`src/rtl/link_frame_receiver_if.sv`:
```
// link_frame_receiver_if
//   Groups the serial line input and the DA output bus of the link frame receiver.
//   Parameter: DATA_W - sample width of da_out.
//   Signals:
//     bit_in, bit_valid - line bit and its strobe (master -> slave)
//     da_out, da_valid  - delivered sample and its one-cycle strobe (slave -> master)
//     sync_out          - high while the receiver is locked (slave -> master)
//     frame_err_cnt     - saturating bad-frame count (slave -> master)
//   Handshake: bit_valid and da_valid are plain valid strobes with no ready
//   signal. A bit is consumed on every rising clock edge where bit_valid=1,
//   and a sample is offered on every edge where da_valid=1. Neither side can
//   stall the other, so the consumer must accept every strobe.
//   Modports: master = line side (drives bits), slave = receiver.
interface link_frame_receiver_if #(
    parameter int DATA_W = 8
);
    logic              bit_in;
    logic              bit_valid;
    logic [DATA_W-1:0] da_out;
    logic              da_valid;
    logic              sync_out;
    logic [7:0]        frame_err_cnt;

    modport master (
        output bit_in, bit_valid,
        input  da_out, da_valid, sync_out, frame_err_cnt
    );

    modport slave (
        input  bit_in, bit_valid,
        output da_out, da_valid, sync_out, frame_err_cnt
    );
endinterface

```
`src/rtl/link_frame_receiver.sv`:
```
// link_frame_receiver
//   Receive end of the sample link. Hunts for the frame sync word in the
//   serial bitstream, locks after LOCK_CNT consecutive good syncs, flywheels
//   through up to LOSS_CNT-1 bad syncs, deserializes MSB-first payload
//   samples and drives them onto the DA bus while locked.
//   Optional feature macro: LINK_PARITY_EN - adds one even-parity bit after
//   the payload; samples are buffered and released only on parity pass.
// Ports:
//   clock      - single clock
//   reset      - asynchronous, active-high
//   lnk        - link_frame_receiver_if.slave (bit_in/bit_valid in,
//                da_out/da_valid/sync_out/frame_err_cnt out)
//   state_dbg  - current FSM state (0 HUNT, 1 PAYLOAD, 2 SYNC, 3 PARITY)
module link_frame_receiver #(
    parameter int                DATA_W    = 8,
    parameter int                PAYLOAD_N = 4,
    parameter int                SYNC_W    = 16,
    parameter logic [SYNC_W-1:0] SYNC_WORD = 16'hEB90,
    parameter int                LOCK_CNT  = 3,
    parameter int                LOSS_CNT  = 2
) (
    input  logic                  clock,
    input  logic                  reset,
    link_frame_receiver_if.slave  lnk,
    output logic [1:0]            state_dbg
);
    localparam int BI_W = $clog2(DATA_W);
    localparam int SI_W = (PAYLOAD_N > 1) ? $clog2(PAYLOAD_N) : 1;
    localparam int CN_W = $clog2(SYNC_W);
    localparam int GC_W = $clog2(LOCK_CNT + 1);
    localparam int MC_W = $clog2(LOSS_CNT + 1);

    localparam logic [BI_W-1:0] BIT_LAST  = BI_W'(DATA_W - 1);
    localparam logic [SI_W-1:0] SAMP_LAST = SI_W'(PAYLOAD_N - 1);
    localparam logic [CN_W-1:0] SYNC_LAST = CN_W'(SYNC_W - 1);
    localparam logic [GC_W-1:0] GOOD_MAX  = GC_W'(LOCK_CNT);
    localparam logic [GC_W-1:0] GOOD_PRE  = GC_W'(LOCK_CNT - 1);
    localparam logic [MC_W-1:0] MISS_PRE  = MC_W'(LOSS_CNT - 1);

    typedef enum logic [1:0] {
        HUNT    = 2'd0,
        PAYLOAD = 2'd1,
        SYNC    = 2'd2,
        PARITY  = 2'd3
    } state_t;

    state_t state, state_nx;

    // The oldest window / sample bit is never needed after the compare, so
    // the shift registers hold one bit less than the full word.
    logic [SYNC_W-2:0] win;
    logic [DATA_W-2:0] sreg;
    logic [SYNC_W-1:0] win_nx;
    logic [DATA_W-1:0] sample_nx;

    // bit_cnt: window fill level in HUNT (saturates), bit position in SYNC.
    logic [CN_W-1:0]   bit_cnt;
    logic [BI_W-1:0]   bit_idx;
    logic [SI_W-1:0]   samp_idx;
    logic [GC_W-1:0]   good_cnt;
    logic [MC_W-1:0]   miss_cnt;

    logic hunt_hit, samp_done, pay_last, sync_last, sync_hit, lose;

`ifdef LINK_PARITY_EN
    logic              par;
    logic [DATA_W-1:0] samp_buf [PAYLOAD_N];
    logic              rel_active;
    logic [SI_W-1:0]   rel_idx;
`endif

    assign state_dbg = state;

    always_ff @(posedge clock or posedge reset) begin
        if (reset) state <= HUNT;
        else       state <= state_nx;
    end

    always_comb begin
        win_nx    = {win, lnk.bit_in};
        sample_nx = {sreg, lnk.bit_in};
        state_nx  = state;
        hunt_hit  = 1'b0;
        samp_done = 1'b0;
        pay_last  = 1'b0;
        sync_last = 1'b0;
        sync_hit  = 1'b0;
        lose      = 1'b0;
        if (lnk.bit_valid) begin
            case (state)
                HUNT: begin
                    // Only a completely refilled window may match.
                    if (bit_cnt == SYNC_LAST && win_nx == SYNC_WORD) begin
                        hunt_hit = 1'b1;
                        state_nx = PAYLOAD;
                    end
                end
                PAYLOAD: begin
                    if (bit_idx == BIT_LAST) begin
                        samp_done = 1'b1;
                        if (samp_idx == SAMP_LAST) begin
                            pay_last = 1'b1;
`ifdef LINK_PARITY_EN
                            state_nx = PARITY;
`else
                            state_nx = SYNC;
`endif
                        end
                    end
                end
                PARITY: state_nx = SYNC;
                SYNC: begin
                    if (bit_cnt == SYNC_LAST) begin
                        sync_last = 1'b1;
                        if (win_nx == SYNC_WORD) begin
                            sync_hit = 1'b1;
                            state_nx = PAYLOAD;
                        end else if (!lnk.sync_out || miss_cnt == MISS_PRE) begin
                            lose     = lnk.sync_out;
                            state_nx = HUNT;
                        end else begin
                            state_nx = PAYLOAD;   // flywheel through a bad sync
                        end
                    end
                end
                default: state_nx = HUNT;
            endcase
        end
    end

    always_ff @(posedge clock or posedge reset) begin
        if (reset) begin
            win               <= '0;
            sreg              <= '0;
            bit_cnt           <= '0;
            bit_idx           <= '0;
            samp_idx          <= '0;
            good_cnt          <= '0;
            miss_cnt          <= '0;
            lnk.da_out        <= '0;
            lnk.da_valid      <= 1'b0;
            lnk.sync_out      <= 1'b0;
            lnk.frame_err_cnt <= '0;
`ifdef LINK_PARITY_EN
            par               <= 1'b0;
            rel_active        <= 1'b0;
            rel_idx           <= '0;
            for (int i = 0; i < PAYLOAD_N; i++) samp_buf[i] <= '0;
`endif
        end else begin
            lnk.da_valid <= 1'b0;
`ifdef LINK_PARITY_EN
            // Release of a parity-checked frame runs every cycle, independent
            // of bit_valid; it ends long before the next frame's first sample.
            if (rel_active) begin
                lnk.da_out   <= samp_buf[rel_idx];
                lnk.da_valid <= 1'b1;
                rel_idx      <= rel_idx + 1'b1;
                if (rel_idx == SAMP_LAST) rel_active <= 1'b0;
            end
`endif
            if (lnk.bit_valid) begin
                case (state)
                    HUNT: begin
                        win <= win_nx[SYNC_W-2:0];
                        if (bit_cnt != SYNC_LAST) bit_cnt <= bit_cnt + 1'b1;
                        if (hunt_hit) begin
                            good_cnt <= 1;
                            miss_cnt <= '0;
                            bit_idx  <= '0;
                            samp_idx <= '0;
                            if (LOCK_CNT == 1) lnk.sync_out <= 1'b1;
`ifdef LINK_PARITY_EN
                            par      <= 1'b0;
`endif
                        end
                    end
                    PAYLOAD: begin
                        sreg    <= sample_nx[DATA_W-2:0];
                        bit_idx <= bit_idx + 1'b1;
`ifdef LINK_PARITY_EN
                        par     <= par ^ lnk.bit_in;
`endif
                        if (samp_done) begin
                            bit_idx  <= '0;
                            samp_idx <= samp_idx + 1'b1;
`ifdef LINK_PARITY_EN
                            samp_buf[samp_idx] <= sample_nx;
`else
                            if (lnk.sync_out) begin
                                lnk.da_out   <= sample_nx;
                                lnk.da_valid <= 1'b1;
                            end
`endif
                        end
                        if (pay_last) begin
                            samp_idx <= '0;
                            bit_cnt  <= '0;
                        end
                    end
`ifdef LINK_PARITY_EN
                    PARITY: begin
                        bit_cnt <= '0;
                        par     <= 1'b0;
                        if (lnk.sync_out) begin
                            // Even parity: payload ones plus parity bit must be even.
                            if ((par ^ lnk.bit_in) == 1'b0) begin
                                lnk.da_out   <= samp_buf[0];
                                lnk.da_valid <= 1'b1;
                                rel_active   <= (PAYLOAD_N > 1);
                                rel_idx      <= SI_W'(1);
                            end else if (lnk.frame_err_cnt != 8'hFF) begin
                                lnk.frame_err_cnt <= lnk.frame_err_cnt + 1'b1;
                            end
                        end
                    end
`endif
                    SYNC: begin
                        win     <= win_nx[SYNC_W-2:0];
                        bit_cnt <= bit_cnt + 1'b1;
                        if (sync_last) begin
                            // Also restarts the HUNT fill level on a drop.
                            bit_cnt <= '0;
                            if (sync_hit) begin
                                miss_cnt <= '0;
                                if (good_cnt >= GOOD_PRE) begin
                                    good_cnt     <= GOOD_MAX;
                                    lnk.sync_out <= 1'b1;
                                end else begin
                                    good_cnt <= good_cnt + 1'b1;
                                end
                            end else if (!lnk.sync_out) begin
                                good_cnt <= '0;
                            end else begin
                                if (lnk.frame_err_cnt != 8'hFF)
                                    lnk.frame_err_cnt <= lnk.frame_err_cnt + 1'b1;
                                if (lose) begin
                                    lnk.sync_out <= 1'b0;
                                    good_cnt     <= '0;
                                    miss_cnt     <= '0;
                                end else begin
                                    miss_cnt <= miss_cnt + 1'b1;
                                end
                            end
                        end
                    end
                    default: ;
                endcase
            end
        end
    end
endmodule

```
`src/flat_wrapper.sv`:
```
// flat-port wrapper written by rule: the top's interface ports become plain ports
module link_frame_receiver_flat 
#(
    parameter int                DATA_W    = 8,
    parameter int                PAYLOAD_N = 4,
    parameter int                SYNC_W    = 16,
    parameter logic [SYNC_W-1:0] SYNC_WORD = 16'hEB90,
    parameter int                LOCK_CNT  = 3,
    parameter int                LOSS_CNT  = 2
)
  (clock, reset, state_dbg, lnk_bit_in, lnk_bit_valid, lnk_da_out, lnk_da_valid, lnk_sync_out, lnk_frame_err_cnt);
  link_frame_receiver_if #(.DATA_W(DATA_W)) lnk_i ();
  input  logic clock;
  input  logic reset;
  output logic [1:0] state_dbg;
  input wire logic [$bits(lnk_i.bit_in)-1:0] lnk_bit_in;
  input wire logic [$bits(lnk_i.bit_valid)-1:0] lnk_bit_valid;
  output wire logic [$bits(lnk_i.da_out)-1:0] lnk_da_out;
  output wire logic [$bits(lnk_i.da_valid)-1:0] lnk_da_valid;
  output wire logic [$bits(lnk_i.sync_out)-1:0] lnk_sync_out;
  output wire logic [$bits(lnk_i.frame_err_cnt)-1:0] lnk_frame_err_cnt;
  assign lnk_i.bit_in = lnk_bit_in;
  assign lnk_i.bit_valid = lnk_bit_valid;
  assign lnk_da_out = lnk_i.da_out;
  assign lnk_da_valid = lnk_i.da_valid;
  assign lnk_sync_out = lnk_i.sync_out;
  assign lnk_frame_err_cnt = lnk_i.frame_err_cnt;
  link_frame_receiver #(.DATA_W(DATA_W), .PAYLOAD_N(PAYLOAD_N), .SYNC_W(SYNC_W), .SYNC_WORD(SYNC_WORD), .LOCK_CNT(LOCK_CNT), .LOSS_CNT(LOSS_CNT)) u_core (.clock(clock), .reset(reset), .lnk(lnk_i), .state_dbg(state_dbg));
endmodule
```
`config.mk`:
```
export PLATFORM = sky130hd
export DESIGN_NAME = link_frame_receiver_flat
export DESIGN_NICKNAME = d
export VERILOG_FILES = /design/src/rtl/link_frame_receiver_if.sv /design/src/rtl/link_frame_receiver.sv /design/src/flat_wrapper.sv
export SDC_FILE = /design/constraint.sdc
export NUM_CORES = 1
export LEC_CHECK = 0
export CAP_MARGIN = 25
export CORE_MARGIN = 2
export CORE_UTILIZATION = 48
export CTS_CLUSTER_DIAMETER = 40
export DETAILED_ROUTE_END_ITERATION = 6
export PLACE_DENSITY = 0.65
export REMOVE_ABC_BUFFERS = 1
export SLEW_MARGIN = 20
export SYNTH_ARGS = -nofsm -noshare
export SYNTH_HDL_FRONTEND = slang
export SYNTH_SLANG_ARGS = --single-unit
export TNS_END_PERCENT = 1
```
`constraint.sdc`:
```
create_clock -name clock -period 3.1 [get_ports clock]
set_input_delay 0.62 -clock clock [delete_from_list [all_inputs] [get_ports clock]]
set_output_delay 0.62 -clock clock [all_outputs]
set_load 0.02 [all_outputs]
```
==> Word level (Yosys, flattened, before mapping) <==
Index checks and enable logic that the tools add are counted.
{ "word_totals": {"reg_bits": 55, "input_bits": 4, "output_inout_bits": 20} }
{ "classes": {"addsub": 6, "n_lt_le_gt_ge": 1, "eq_ne": 22, "muxes": 60, "bitwise_logic": 1, "reduce_logical": 19} }
{ "ops": {"columns": ["cell", "n"], "rows": [
  ["2-bit 2-to-1 mux", 18],
  ["1-bit 2-to-1 mux", 31],
  ["16-bit equality test, second input constant", 1],
  ["2-bit by 1-bit inequality test with 1-bit output, second input constant", 8],
  ["4-bit AND reduction", 4],
  ["5-bit AND reduction", 3],
  ["4-bit 2-to-1 mux", 3],
  ["2-bit case mux with 2 select lines", 3],
  ["4-bit case mux with 3 select lines", 1],
  ["8-bit by 1-bit adder with 8-bit output, second input constant", 1],
  ["4-bit inequality test, second input constant", 2],
  ["8-bit inequality test, second input constant", 1],
  ["2-bit case mux with 4 select lines", 1],
  ["2-bit by 1-bit adder with 2-bit output, second input constant", 3],
  ["2-bit equality test, second input constant", 3],
  ["3-bit 2-to-1 mux", 2],
  ["3-bit by 1-bit inequality test with 1-bit output, second input constant", 2],
  ["3-bit case mux with 2 select lines", 1],
  ["6-bit AND reduction", 1],
  ["4-bit by 1-bit adder with 4-bit output, second input constant", 1],
  ["2-bit by 1-bit equality test with 1-bit output, second input constant", 2],
  ["4-bit equality test, second input constant", 1],
  ["2-bit AND reduction", 2],
  ["2-bit nonzero test", 2],
  ["other kinds (12)", 12]
]} }

==> Depth between registers and ports, before layout <==
{ "depth": {"depth_word": 12, "ltp_mapped": 8, "mapped_depth_nobuf": 7} }

==> Least setup slack after synthesis <==
OpenSTA, ideal clock, no wires.
{ "synth_timing": {"path_type": "flip-flop to flip-flop", "from": "register u_core.state[0], in the netlist u_core.state_dbg[0]", "to": "register u_core.win[0]", "setup_time_ps": 125, "arrival_ps": 1899, "required_ps": 2975, "slack_ps": 1076, "path_stages_with_launch": 7, "synth_period_minus_slack_ps": 2024, "path_cell_list": "dfrtp_1 > inv_1 > ha_1 > buf_2 > o21ai_1 > buf_2 > mux2_2"} }
{ "synth_via": {"elab_chain_len": 3, "word_cells_on_any_way": 4, "cone_classes": "1 x eq/ne; 3 x reduce/logical"} }
{ "synth_rtl": {"columns": ["element", "line", "source"], "rows": [
  ["start, declared", "link_frame_receiver.sv:47", "state_t state, state_nx;"],
  ["start signal, assigned", "link_frame_receiver.sv:76", "else state <= state_nx;"],
  ["2-bit equality test / 2-bit logical NOT (equally long branches)", "link_frame_receiver.sv:163", "case (state)"],
  ["2-bit OR reduction (no source line) *", null, null],
  ["2-bit AND reduction (no source line) *", null, null],
  ["end signal, assigned", "link_frame_receiver.sv:165", "win <= win_nx[SYNC_W-2:0];"],
  ["end signal, assigned", "link_frame_receiver.sv:219", "win <= win_nx[SYNC_W-2:0];"],
  ["end, declared", "link_frame_receiver.sv:51", "logic [SYNC_W-2:0] win;"]
]} }
Every way passes the cells marked *; elsewhere a longest branch is shown, timed or not.
A chain may end at the register's enable or synchronous reset.

==> Final worst setup path <==
{ "layout_timing": {"from": "input lnk_bit_valid", "to": "register u_core.lnk.frame_err_cnt[1]"} }
{ "layout_via": {"elab_chain_len": 3, "word_cells_on_any_way": 4, "cone_classes": "2 x mux; 1 x bitwise; 1 x reduce/logical"} }
{ "layout_rtl": {"columns": ["element", "line", "source"], "rows": [
  ["start, declared", "flat_wrapper.sv:17", "input wire logic [$bits(lnk_i.bit_valid)-1:0] lnk_bit_valid;"],
  ["1-bit 2-to-1 mux", "link_frame_receiver.sv:89", "if (lnk.bit_valid) begin"],
  ["1-bit NOT (no source line)", null, null],
  ["6-bit AND reduction (no source line) *", null, null],
  ["end signal, assigned", "link_frame_receiver.sv:236", "lnk.frame_err_cnt <= lnk.frame_err_cnt + 1'b1;"],
  ["end, declared", "link_frame_receiver_if.sv:31", "output da_out, da_valid, sync_out, frame_err_cnt"]
]} }
Marks and branches as above.

==> impl_metrics.csv <==
group,metric,value,unit
timing,rsz0062_at_grt,"no",
timing,slew_headroom,0.6812,
place,placed_area,3020,um2
global_route,grt_max_degree,56,
clock_tree,clock-root-buffer,"clkbuf_8",
floorplanning,die_h,79.02,um
synthesis,synth.cell_area,2701,um2
drt,routed_wl,4981,um
floorplanning,start_util,0.4936,
synthesis,synth_top_flop_cell,"dfrtp_1",
drt,via_count,1886,
floorplanning,die_w,79.02,um
floorplanning,die-area,6244,um2
clock_tree,cts_hold_buf,0,
clock_tree,cts_buffer_depth,2,
status,status,"finished, final reports clean",
critical_path,endpoint,"u_core.lnk.frame_err_cnt[1]$_DFFE_PP0P_",
critical_path,cp.required,3.30,ns
timing,fin_crit_sh,0.7080,
final_layout,nets,284,
place,port_buffers,23,
synthesis,synth_commonest_cells,"dfrtp_1, nand2_1, mux2_2, ha_1",
drt,drc,0,
timing,final_hold_viol_count,0,
critical_path,r2r_cells,7,
clock_tree,cts_sinks,55,
floorplanning,rows,27,
clock_tree,htreeDepth,2,
final_layout,area_delta_synth_final,15.61,%
synthesis,synth_edf_count,0,
drt,vias_per_cell,5.499,
critical_path,critPathMaxFanout,9,
critical_path,start_kind,"input pin",
global_route,grt_overflow_total,0,
final_layout,postLayoutCellArea,3123,um2
synthesis,synth_async_sr_flop_share,1.000,
clock_tree,cts_tree,"built",
power,p_per_area,738.2,nW/um2
synthesis,ys_top_cells_by_area,"dfrtp_1, mux2_2, nand2_1, ha_1, nor4b_4",
critical_path,cpPeakStageDelay,0.69,ns
critical_path,crit_chain,"clkdlybuf4s50_1 -> nand4_4 -> nor4_4 -> mux2_2",
synthesis,ys_seq_area_frac,0.5095,
global_route,grt_pass1_wl,8735,um
final_layout,diodes,0,
drt,wire_per_inst,14.52,um
timing,whs,0.4802,ns
floorplanning,io_pins,24,
clock_tree,post_cts_resize_count,0,
critical_path,path_class,"input pin to register",
drt,antenna_left,0,
place,place_congestion,0.8062,
synthesis,synth_cells,242,
timing,period_needed,2.195,ns
flow_run,maxCapViolCount,0,
timing,final.setup.tns,0,ns
critical_path,arrival,2.40,ns
clock_tree,path_clk_slew,0.10,ns
power,p_leak,0.001457,uW
synthesis,yosysTopAreaCellShare,0.5095,
global_route,grt_pass1_vias,1796,
timing,setup_viol,0,
power,vdd_drop_max,0.4819,mV
global_route,track_usage,0.1792,
final_layout,drive_above_1_share,0.1661,
final_layout,stdcell_count,343,
drt,drtPass1Iterations,4,
critical_path,cp_slowest_cell,"clkdlybuf4s50_1",
clock_tree,post_cts_buffers,0,
critical_path,worstSetupEndpointType,"register",
timing,fmax,455.6,MHz
timing,worstMarginPinSlew,0.4759,ns
synthesis,yosysMostFrequentCell,"dfrtp_1",
global_route,antenna_found_initial,0,
synthesis,avgSynthCellArea,11.16,um2
critical_path,r2r-start,"u_core.state_dbg[0]$_DFFE_PP0P_",
critical_path,reg2reg_to,"u_core.miss_cnt[1]$_DFFE_PP0P_",
critical_path,startpoint,"lnk_bit_valid",
floorplanning,coreArea,5473,um2
place,hpwl,3458,um
final_layout,final_util,0.5706,
synthesis,yosys.area.top_type,"dfrtp_1",
place,dp.cells,335,
synthesis,synth_cell_type_count,47,
worst_hold_path,min_path_type,"register to register",
clock_tree,numCtsBuffers,5,
critical_path,r2r_slack,0.96,ns
clock_tree,insertion_delay,0.32,ns
synthesis,yosys_warnings,0,
timing,skew,0.01470,ns
synthesis,synth-seq-cells,55,
drt,drt_iter0_drc,95,
timing,drv_slew,0,
==> worst min-delay path by stage <==
stage	from	depth (start not counted)	endpoint	slack (ns)
after floorplan	u_core.sreg[6]$_DFFE_PP0P_	2	u_core.lnk.da_out[7]$_DFFE_PP0P_	0.43
after global placement	u_core.sreg[6]$_DFFE_PP0P_	2	u_core.lnk.da_out[7]$_DFFE_PP0P_	0.45
after detailed placement	u_core.lnk.da_out[5]$_DFFE_PP0P_	2	u_core.lnk.da_out[5]$_DFFE_PP0P_	0.46
after CTS	u_core.lnk.da_out[5]$_DFFE_PP0P_	2	u_core.lnk.da_out[5]$_DFFE_PP0P_	0.49
after global routing	u_core.lnk.da_out[3]$_DFFE_PP0P_	2	u_core.lnk.da_out[3]$_DFFE_PP0P_	0.50
final	u_core.sreg[6]$_DFFE_PP0P_	2	u_core.lnk.da_out[7]$_DFFE_PP0P_	0.48
==> registers in the layout (all words and copies together) (netlist names) <==
name                      flops
u_core.win                   15
u_core.lnk.da_out             8
u_core.lnk.frame_err_cnt      8
u_core.sreg                   7
u_core.bit_cnt                4
u_core.bit_idx                3
u_core.good_cnt               2
u_core.miss_cnt               2
u_core.samp_idx               2
u_core.state_dbg              2
u_core.lnk.da_valid           1
u_core.lnk.sync_out           1
==> power breakdown <==
group | internal (uW) | switching, uW | total [uW]
sequential | 913 | 174 | 1090
combinational | 386 | 395 | 781
clock | 171 | 266 | 436
==> placed cells by master (no fill, tap or decap), types with 5 or more instances in the layout <==
master	Yosys	layout
nand2_1	42	42
ha_1	10	10
clkbuf_8	0	5
mux2_2	23	23
nand3_1	9	9
inv_1	9	8
a21oi_1	8	8
a31oi_1	6	6
clkdlybuf4s50_1	0	23
dfrtp_1	55	55
nor2_1	8	8
o21ai_0	9	9
==> per-layer routing <==
metal  GRT usage  share of wire
met5           0              0
met4     0.05517         0.0054
met3     0.05000          0.036
met2      0.2729           0.48
met1      0.2500           0.48
==> layout make-up <==
cell class / instances / area (um2)
flip-flops and latches: 55 / 1376
repair buffers: 26 / 265.3
well taps: 72 / 90.09
clock buffers: 5 / 68.82
fillers: 499 / 2350
inverters: 10 / 37.54
multi-input cells: 172 / 1251
clock inverters: 3 / 33.78
==> per-stage QoR <==
| stage | total power [uW] | setup slack (ns) |
|---|---|---|
| 3_3_place_gp | 1855 | 0.6190 |
| 4_1_cts | 2332 | 0.9194 |
| 2_1_floorplan | 1673 | 0.9282 |
| 6_report | 2305 | 0.9053 |
| 5_1_grt | 2482 | 0.7688 |
| 3_5_place_dp | 1888 | 0.5689 |
==> worst max-delay path, delay by kind of cell <==
family | cells | cell delay [ns]
multiplexers | 1 | 0.38
AND/OR/NAND/NOR | 2 | 0.71
buffers and inverters | 1 | 0.69
==> cell families after synthesis <==
group                    Yosys count  synth area share
AND/OR/NAND/NOR                   90            0.1959
flip-flops                        55            0.5095
AO/OA/AOI/OAI                     40           0.09449
multiplexers                      26            0.1070
buffers and inverters             15           0.02732
adder cells (fa/ha/maj)           10           0.04632
XOR/XNOR                           6           0.01945
(Power assumes the default switching activity.)
